===== src/rtl/expr_pkg.sv =====
// expr_pkg: operator/ALU/error codes, FSM states and operator precedence for expr_engine.
package expr_pkg;
    localparam logic [2:0] OP_ADD = 3'd0, OP_SUB = 3'd1, OP_MUL = 3'd2, OP_DIV = 3'd3;
    localparam logic [2:0] OP_LP = 3'd4, OP_RP = 3'd5, OP_OK = 3'd6, OP_NEG = 3'd7;
    // RP never reaches the op stack, so unary POS reuses its code there
    localparam logic [2:0] OP_POS = OP_RP;
    localparam logic [1:0] AL_ADD = 2'd0, AL_SUB = 2'd1, AL_MUL = 2'd2, AL_DIV = 2'd3;
    localparam logic [2:0] E_NONE = 3'd0, E_SYNTAX = 3'd1, E_PAREN = 3'd2, E_DIV0 = 3'd3, E_OVF = 3'd4;
    typedef enum logic [2:0] {
        S_IDLE, S_FLUSH, S_COMPARE, S_EVAL, S_PUSH_OP, S_POP_LP, S_FINISH, S_ERROR
    } state_t;
    function automatic logic [1:0] prec(input logic [2:0] op);
        return (op == OP_NEG || op == OP_POS) ? 2'd3 :
               (op == OP_MUL || op == OP_DIV) ? 2'd2 :
               (op == OP_ADD || op == OP_SUB) ? 2'd1 : 2'd0;
    endfunction
endpackage


===== src/rtl/expr_stack.sv =====
// expr_stack: synchronous LIFO with push, pop, replace-top / replace-top-two and clear.
module expr_stack #(
    parameter int W = 16,
    parameter int DEPTH = 8
) (
    input  logic                       Clock,
    input  logic                       Reset,
    input  logic                       clr,
    input  logic                       push,
    input  logic                       pop,
    input  logic                       rep,
    input  logic                       two,
    input  logic [W-1:0]               din,
    output logic [W-1:0]               top,
    output logic [W-1:0]               second,
    output logic                       empty,
    output logic                       full,
    output logic [$clog2(DEPTH+1)-1:0] count
);
    localparam int CW = $clog2(DEPTH + 1);
    localparam int AW = DEPTH > 1 ? $clog2(DEPTH) : 1;
    localparam logic [CW-1:0] ONE = CW'(1);
    logic [W-1:0] mem [DEPTH];
    logic [AW-1:0] i_top, i_sec;
    assign i_top = AW'(count - ONE);
    assign i_sec = AW'(count - ONE - ONE);
    assign top = mem[i_top];
    assign second = mem[i_sec];
    assign empty = count == '0;
    assign full = count == CW'(DEPTH);
    always_ff @(posedge Clock or negedge Reset)
        if (!Reset) count <= '0;
        else if (clr) count <= '0;
        else if (push && !full) count <= count + ONE;
        else if ((pop && !empty) || (rep && two)) count <= count - ONE;
    always_ff @(posedge Clock)
        if (!clr && push && !full) mem[AW'(count)] <= din;
        else if (!clr && rep) mem[two ? i_sec : i_top] <= din;
endmodule


===== src/rtl/expr_engine.sv =====
// expr_engine: shunting-yard expression evaluator with internal stacks and an external req/ack ALU.
// Defining EXPR_UNARY_EN enables unary +/- (POS/NEG) on a leading ADD/SUB token.
module expr_engine import expr_pkg::*; #(
    parameter int WIDTH = 16,
    parameter int DEPTH = 8
) (
    input  logic             Clock,
    input  logic             Reset,
    input  logic             clr,
    input  logic             tok_valid,
    output logic             tok_ready,
    input  logic             tok_is_num,
    input  logic [2:0]       tok_op,
    input  logic [WIDTH-1:0] tok_num,
    output logic             al_req,
    output logic [1:0]       al_op,
    output logic [WIDTH-1:0] al_a,
    output logic [WIDTH-1:0] al_b,
    input  logic             al_ack,
    input  logic [WIDTH-1:0] al_res,
    input  logic             al_err,
    output logic             res_valid,
    output logic [WIDTH-1:0] res_data,
    output logic [2:0]       res_err
);
    localparam int CW = $clog2(DEPTH + 1);
    state_t state, nstate;
    logic [2:0] cur_op, ncur, err_q, nerr;
    logic expect_num, nexp, acc, clr_stk, unary_t, pos_t, need_ok, fin, one;
    logic d_push, d_rep, d_two, d_empty, d_full, o_push, o_pop, o_empty, o_full;
    logic [WIDTH-1:0] d_top, d_sec;
    logic [2:0] o_top, o_sec;
    logic [CW-1:0] d_cnt, o_cnt;
    logic unused_ok;
    assign unused_ok = ^{o_sec, o_cnt, d_empty};
    expr_stack #(.W(WIDTH), .DEPTH(DEPTH)) u_data (
        .Clock(Clock), .Reset(Reset), .clr(clr_stk), .push(d_push), .pop(1'b0),
        .rep(d_rep), .two(d_two), .din(d_rep ? al_res : tok_num),
        .top(d_top), .second(d_sec), .empty(d_empty), .full(d_full), .count(d_cnt)
    );
    expr_stack #(.W(3), .DEPTH(DEPTH)) u_op (
        .Clock(Clock), .Reset(Reset), .clr(clr_stk), .push(o_push), .pop(o_pop),
        .rep(1'b0), .two(1'b0), .din(cur_op),
        .top(o_top), .second(o_sec), .empty(o_empty), .full(o_full), .count(o_cnt)
    );
`ifdef EXPR_UNARY_EN
    assign unary_t = o_top == OP_NEG || o_top == OP_POS;
    assign pos_t = o_top == OP_POS;
`else
    assign unary_t = 1'b0;
    assign pos_t = 1'b0;
`endif
    assign need_ok = d_cnt >= (unary_t ? CW'(1) : CW'(2));
    assign tok_ready = state == S_IDLE && !clr;
    assign acc = tok_valid && tok_ready;
    assign al_req = state == S_EVAL && need_ok && !pos_t;
    // binary operator codes coincide with the ALU op codes
    assign al_op = unary_t ? AL_SUB : o_top[1:0];
    assign al_a = unary_t ? '0 : d_sec;
    assign al_b = d_top;
    assign fin = state == S_FINISH;
    assign one = d_cnt == CW'(1);
    always_comb begin
        nstate = state;
        ncur = cur_op;
        nerr = err_q;
        nexp = expect_num;
        d_push = 1'b0;
        d_rep = 1'b0;
        d_two = 1'b0;
        o_push = 1'b0;
        o_pop = 1'b0;
        clr_stk = 1'b0;
        case (state)
            S_IDLE: if (acc) begin
                if (tok_is_num) begin
                    if (!expect_num) begin nstate = S_ERROR; nerr = E_SYNTAX; end
                    else if (d_full) begin nstate = S_ERROR; nerr = E_OVF; end
                    else begin d_push = 1'b1; nexp = 1'b0; end
                end else if (tok_op == OP_LP) begin
                    if (expect_num) begin ncur = OP_LP; nstate = S_PUSH_OP; end
                    else begin nstate = S_ERROR; nerr = E_SYNTAX; end
                end
`ifdef EXPR_UNARY_EN
                else if (expect_num && (tok_op == OP_ADD || tok_op == OP_SUB)) begin
                    ncur = tok_op == OP_SUB ? OP_NEG : OP_POS;
                    nstate = S_PUSH_OP;
                end
`endif
                else if (expect_num || tok_op > OP_OK) begin nstate = S_ERROR; nerr = E_SYNTAX; end
                else begin ncur = tok_op; nstate = S_FLUSH; nexp = tok_op != OP_RP; end
            end
            S_FLUSH:
                if (!o_empty) nstate = S_COMPARE;
                else if (cur_op == OP_RP) begin nstate = S_ERROR; nerr = E_PAREN; end
                else nstate = cur_op == OP_OK ? S_FINISH : S_PUSH_OP;
            S_COMPARE:
                if (o_top == OP_LP) begin
                    if (cur_op == OP_OK) begin nstate = S_ERROR; nerr = E_PAREN; end
                    else nstate = cur_op == OP_RP ? S_POP_LP : S_PUSH_OP;
                end else
                    nstate = (cur_op == OP_RP || cur_op == OP_OK || prec(o_top) >= prec(cur_op)) ? S_EVAL : S_PUSH_OP;
            S_EVAL:
                if (!need_ok) begin nstate = S_ERROR; nerr = E_SYNTAX; end
                else if (pos_t) begin o_pop = 1'b1; nstate = S_FLUSH; end
                else if (al_ack && al_err) begin nstate = S_ERROR; nerr = E_DIV0; end
                else if (al_ack) begin o_pop = 1'b1; d_rep = 1'b1; d_two = !unary_t; nstate = S_FLUSH; end
            S_PUSH_OP:
                if (o_full) begin nstate = S_ERROR; nerr = E_OVF; end
                else begin o_push = 1'b1; nstate = S_IDLE; end
            S_POP_LP: begin o_pop = 1'b1; nstate = S_IDLE; end
            S_FINISH, S_ERROR: begin clr_stk = 1'b1; nexp = 1'b1; nstate = S_IDLE; end
        endcase
        if (clr) begin
            nstate = S_IDLE;
            nexp = 1'b1;
            clr_stk = 1'b1;
        end
    end
    always_ff @(posedge Clock or negedge Reset)
        if (!Reset) begin
            state <= S_IDLE;
            cur_op <= OP_ADD;
            err_q <= E_NONE;
            expect_num <= 1'b1;
            res_valid <= 1'b0;
            res_data <= '0;
            res_err <= E_NONE;
        end else begin
            state <= nstate;
            cur_op <= ncur;
            err_q <= nerr;
            expect_num <= nexp;
            res_valid <= !clr && (fin || state == S_ERROR);
            res_data <= (!clr && fin && one) ? d_top : '0;
            res_err <= clr ? E_NONE : state == S_ERROR ? err_q : (fin && !one) ? E_SYNTAX : E_NONE;
        end
endmodule


===== config.mk =====
export PLATFORM = sky130hd
export DESIGN_NAME = expr_engine
export DESIGN_NICKNAME = d
export VERILOG_FILES = /design/src/rtl/expr_pkg.sv /design/src/rtl/expr_stack.sv /design/src/rtl/expr_engine.sv
export SDC_FILE = /design/constraint.sdc
export NUM_CORES = 1
export LEC_CHECK = 0
export CORE_ASPECT_RATIO = 1.2
export CORE_MARGIN = 10
export CORE_UTILIZATION = 30
export DETAILED_ROUTE_END_ITERATION = 12
export GPL_ROUTABILITY_DRIVEN = 1
export SKIP_LAST_GASP = 1
export SLEW_MARGIN = 20
export SYNTH_ARGS = -nofsm -noshare
export SYNTH_HDL_FRONTEND = slang
export SYNTH_SLANG_ARGS = --single-unit
export TNS_END_PERCENT = 5

===== constraint.sdc =====
create_clock -name Clock -period 10.7 [get_ports Clock]
set_input_delay 2.14 -clock Clock [delete_from_list [all_inputs] [get_ports Clock]]
set_output_delay 2.14 -clock Clock [all_outputs]
set_load 0.05 [all_outputs]

Word-level counts from Yosys, hierarchy flattened
Memories as Yosys holds them, arrays and structs flattened.
Index checks and enable logic that the tools add are counted.
Widths: inputs -> output; s select.
{"block": "totals", "ff_bits": 38, "ram_bits": 152, "in_bits": 42, "output_inout_bits": 56, "elab_cells": 196, "mem_count": 2}
{"block": "classes", "n_addsub": 5, "n_lt_le_gt_ge": 3, "eq_ne": 41, "n_mux": 88, "bitwise_logic": 1, "reduce_logical": 47}
{"memory": "u_data.mem", "words": 8, "word_bits": 16, "read_ports": 2, "rd_ports_with_merged_regs": 0, "wr": 1, "line_no": "expr_stack.sv:23", "text": "logic [W-1:0] mem [DEPTH];"}
{"memory": "u_op.mem", "words": 8, "word_bits": 3, "read_ports": 1, "rd_ports_with_merged_regs": 0, "wr": 1, "line_no": "expr_stack.sv:23"}
{"operator": "$mux 3", "n": 35}
{"operator": "$mux 16", "n": 3}
{"operator": "$eq 3x3->1 const B", "n": 11}
{"operator": "$mux 1", "n": 32}
{"operator": "$mux 4", "n": 6}
{"operator": "$eq 3x2->1 const B", "n": 6}
{"operator": "$pmux 3 s6", "n": 1}
{"operator": "$logic_and 1x1->1", "n": 16}
{"operator": "$mux 2", "n": 8}
{"operator": "$reduce_or 16->1", "n": 1}
{"operator": "$pmux 3 s5", "n": 1}
{"operator": "$ne 2x2->1 const B", "n": 7}
{"operator": "$ne 4x4->1 const B", "n": 3}
{"operator": "$reduce_and 11->1", "n": 1}
{"operator": "$logic_or 1x1->1", "n": 10}
{"operator": "$ne 5x4->1 const B", "n": 2}
{"operator": "$eq 3x1->1 const B", "n": 3}
{"operator": "$logic_not 3->1", "n": 3}
{"operator": "$reduce_bool 3->1", "n": 3}
{"operator": "$add 4x1->4 const B", "n": 2}
{"operator": "$eq 4x4->1 const B", "n": 2}
{"operator": "$sub 4x1->4 const B", "n": 2}
{"operator": "$logic_not 1->1", "n": 6}
{"operator": "$ne 3x3->1 const B", "n": 2}
{"operator": "other kinds (18)", "n": 19}

Depth between registers and ports, before layout
An unclocked memory read counts as a cell.
{"block": "depth", "ltp_word": 13, "mapped_depth": 14, "depth_no_buf": 12}

Modules after synthesis
Synthesis repeated with hierarchy kept, for this count alone.
{"block": "hier_totals", "cells_unflattened": 691, "area_unflattened_um2": 9766.9}
{"mod": "expr_stack at u_data", "instances": 1, "cells_per_inst": 399, "area_each_um2": 6311.1, "seq_area_each_um2": 3943.8}
{"mod": "expr_engine", "instances": 1, "cells_per_inst": 180, "area_each_um2": 1830.5, "seq_area_each_um2": 752.0}
{"mod": "expr_stack at u_op", "instances": 1, "cells_per_inst": 112, "area_each_um2": 1625.3, "seq_area_each_um2": 820.8}

Worst setup path after synthesis
Ideal clock, no wire load.
{"block": "synth_path", "kind": "register -> output", "startpoint": "register u_data.count[0]", "endpoint": "output port al_b[10]", "arrival_time_ps": 3324, "t_required_ps": 8560, "slack_ps": 5236, "path_stages_with_launch": 12, "n_path_buf": 6, "path_cell_list": "dfrtp_1 > clkbuf_1 > clkbuf_1 > inv_1 > clkbuf_1 > ha_1 > clkbuf_1 > clkbuf_1 > clkbuf_1 > mux4_2 > nand2_1 > nand2_1"}
{"block": "synth_between", "elab_chain_len": 2}
{"item": "from (decl)", "line_no": "expr_stack.sv:18", "text": "output logic [$clog2(DEPTH+1)-1:0] count"}
{"item": "from (signal assigned)", "line_no": "expr_stack.sv:34", "text": "else if (push && !full) count <= count + ONE;"}
{"item": "from (signal assigned)", "line_no": "expr_stack.sv:35", "text": "else if ((pop && !empty) || (rep && two)) count <= count - ONE;"}
{"item": "$sub 4x1->4", "line_no": "expr_stack.sv:25", "text": "assign i_top = AW'(count - ONE);"}
{"item": "$mem_v2 8x16"}
{"item": "to (decl)", "line_no": "expr_engine.sv:18", "text": "output logic [WIDTH-1:0] al_b,"}
No other way between the ends.

Final worst setup path
{"block": "layout_path", "startpoint": "register u_data.count[1]", "endpoint": "output port al_a[3]"}
{"block": "layout_between", "elab_chain_len": 3}
{"item": "$sub 4x1->4", "line_no": "expr_stack.sv:26", "text": "assign i_sec = AW'(count - ONE - ONE);"}
{"item": "$sub 3x1->3", "line_no": "expr_stack.sv:26"}
{"item": "$mem_v2 8x16"}
{"item": "to (decl)", "line_no": "expr_engine.sv:17", "text": "output logic [WIDTH-1:0] al_a,"}
No other way between the ends.

==> impl_metrics.csv <==
group,metric,value,unit
sta,worstMarginPinSlew,1.04,ns
setup_path,crit_path_start_kind,"flip-flop",
power_and_ir_drop,peakVddDrop,168,uV
die,core_area,0.0304,sq mm
route,antenna_left,0,
cells_and_area,diodes,0,
logic_synthesis,post-synth-top-count-cell,"edfxtp_1",
global_routing,antenna_found_initial,0,
logic_synthesis,synth_area_leaders,"edfxtp_1 (50%), mux4_2 (17%), dfrtp_1 (10%)",
logic_synthesis,synth_top_family_by_area,"multiplexers",
global_routing,grt_pass1_wl,35300,um
logic_synthesis,synth-compound-area-share,5.57,%
route,avgViaCountPerCell,5.08,
route,drt-wirelength-per-cell,20.3,um
setup_path,crit_arrival,3.91,ns
logic_synthesis,synth-seq-cells,190,
setup_path,crit_path_end_kind,"output pin",
sta,max_clock_freq,0.165,GHz
logic_synthesis,synth_top_area_share,49.5,%
sta,fin_skew,0.0148,ns
clock_tree,cts_root_buf,"clkbuf_16",
clock_tree,holdBufCountCts,0,
logic_synthesis,synth_edf_count,152,
route,drc,0,
die,rows,70,
setup_path,required,8.56,ns
power_and_ir_drop,power_density,249,mW/mm^2
sta,setup_viol,0,
route,drt_iter0_markers,429,
route,dr_total_vias,5711,
setup_path,worst-setup-path-type,"reg2out",
sta,final-hold-violation-count,0,
logic_synthesis,avgSynthCellArea,14.9,sq um
min_path,hp-class,"reg2reg",
clock_tree,post-cts-setup-buffers,0,
logic_synthesis,synth_adder_area_share,1.60,%
sta,slew_headroom,30.2,%
logic_synthesis,synthMuxAreaShare,21.1,%
route,firstDrtPassIters,5,
sta,final-max-slew-violation-count,0,
logic_synthesis,yosys.area_share.simple,8.97,%
sta,period_share,56.6,%
placement,gp_congestion,0.758,
logic_synthesis,synth_area,0.00922,sq mm
logic_synthesis,ys.flop_type,"edfxtp_1",
sta,min_period,6.05,ns
sta,fin_setup_tns,0,ns
logic_synthesis,syn_nets,671,
clock_tree,clock_path_buffers,2,
route,wirelength,22800,um
cells_and_area,syn2layout_area_growth,23.1,%
clock_tree,cts.clk_slew.worst_paths,0.07,ns
power_and_ir_drop,power.leakage,3.93,nW
cells_and_area,fin_util,37.3,%
logic_synthesis,ys_warn_count,0,
clock_tree,clock_sinks,190,
placement,numPortBuffers,97,
logic_synthesis,synth_largest_area_cell,"edfxtp_1",
global_routing,grt_start_max_net_pins,47,
die,die_w,180,um
logic_synthesis,synth.distinct_cells,59,
die,io_pins,98,
global_routing,grt_pass1_vias,5995,
clock_tree,clkLatencyLatePin,0.43,ns
clock_tree,numCtsBuffers,17,
die,start_util,30.3,%
logic_synthesis,ys_seq_area_share,59.9,%
die,die_area,0.0382,sq mm
clock_tree,cts-resized-gates,0,
global_routing,grt-ovfl-total,0,
cells_and_area,drive_above_1_share,22.8,%
clock_tree,cts_tree,"yes",
sta,rsz0062_at_grt,"no",
setup_path,cp_max_fo,44,
die,die_h,212,um
logic_synthesis,synthXorXnorAreaFrac,0.760,%
outcome,status,"completed",
power_and_ir_drop,fin_total_pwr,2.83,mW
clock_tree,htreeDepth,4,
cells_and_area,nNetsFinal,769,
placement,hpwl,14800,um
global_routing,track_usage,12.0,%
sta,whs,0.518,ns
flow_run,max_cap_viol_count,0,
logic_synthesis,synth_commonest_cells,"edfxtp_1 (152), nand2_1 (102), mux4_2 (69)",
logic_synthesis,async_reset_ff_share,20.0,%
logic_synthesis,syn-instance-count,618,
==> where the power goes <==
group,internal (mW),leakage [nW],total (mW),switching (mW)
clock network,0.359,0.299,0.669,0.310
logic,0.511,1.75,1.24,0.734
registers,0.848,1.88,0.914,0.0663
total,1.72,3.93,2.83,1.11
==> routing by layer <==
layer	global-route usage, %	part of all wire, %	up-vias
li1	-	-	2594
met5	0	0	-
met2	20.8	51	165
met4	4.28	1.8	0
met3	3.11	5.7	19
met1	14.2	41	2933
==> registers in the layout, summed over array words and instances, names as in the netlist <==
register	count
res_err	3
expect_num	1
res_data	16
u_op.mem	24
err_q	3
res_valid	1
u_op.count	4
cur_op	3
u_data.count	4
u_data.mem	128
state	3
==> kinds of logic (layout without fill, tap and decap cells) <==
kind of cell	after synthesis	after routing
AOI/OAI and AO/OA	77	77
xor gates and xnor gates	8	8
adders and majority gates	12	12
buffers and inverters	48	159
DFF	190	190
muxes	102	102
and+or+nand+nor	181	181
==> worst paths after layout <==
check / cells after the start / slack [ns] / from / to
max: 6 / 4.65 / u_data.count[1]$_DFFE_PN0P_ / al_a[3]
min: 1 / 0.52 / err_q[1]$_DFFE_PN0P_ / err_q[1]$_DFFE_PN0P_
max reg2reg: 11 / 6.87 / u_data.count[0]$_DFFE_PN0P_ / u_data.mem[7][10]$_DFFE_PP_
min reg2reg: 1 / 0.52 / err_q[1]$_DFFE_PN0P_ / err_q[1]$_DFFE_PN0P_
max in group asynchronous: 2 / 8.45 / Reset / u_data.count[0]$_DFFE_PN0P_
min in group asynchronous: 2 / 1.79 / Reset / res_data[12]$_DFF_PN0_
==> area by class of cell <==
cell class                      instances  area [sq um]
Inverter                               14          52.6
Multi-Input combinational cell        380          3570
Clock inverter                         15           194
Sequential cell                       190          5520
Fill cell                            2866         19000
Tap cell                              396           495
Clock buffer                           17           425
Timing Repair Buffer                  113          1090
==> metrics by stage <==
| step | instance area, sq um | cells | setup slack [ns] |
|---|---|---|---|
| floorplan | 9220 | 618 | 5.24 |
| global placement | 10700 | 1093 | 4.86 |
| detailed placement | 10700 | 1093 | 4.83 |
| CTS | 11300 | 1125 | 4.58 |
| global route | 11300 | 1125 | 4.39 |
| finish | 11300 | 1125 | 4.65 |
==> cell usage in the layout (no fill, tap or decap), drive strengths merged, types with 4 or more instances in the layout <==
cell type / synthesis / final
a21oi: 30 / 30
buf: 9 / 17
clkbuf: 25 / 17
clkdlybuf4s50: 0 / 96
dfrtp: 37 / 37
edfxtp: 152 / 152
ha: 11 / 11
inv: 14 / 23
mux2: 29 / 29
mux4: 70 / 70
nand2: 102 / 102
nand2b: 10 / 10
nor2: 29 / 29
nor2b: 4 / 4
nor3: 9 / 9
nor4: 4 / 4
o21ai: 9 / 9
o22ai: 5 / 5
xnor2: 4 / 4
xor2: 4 / 4
==> worst max-delay path, stage by stage, from the launching register on <==
cell,delay (ns)
dfrtp_1,0.48
inv_1,0.19
ha_4,0.57
buf_4,0.65
mux4_2,0.58
mux2_2,0.29
clkdlybuf4s50_1,0.71
(Power assumes the default switching activity.)
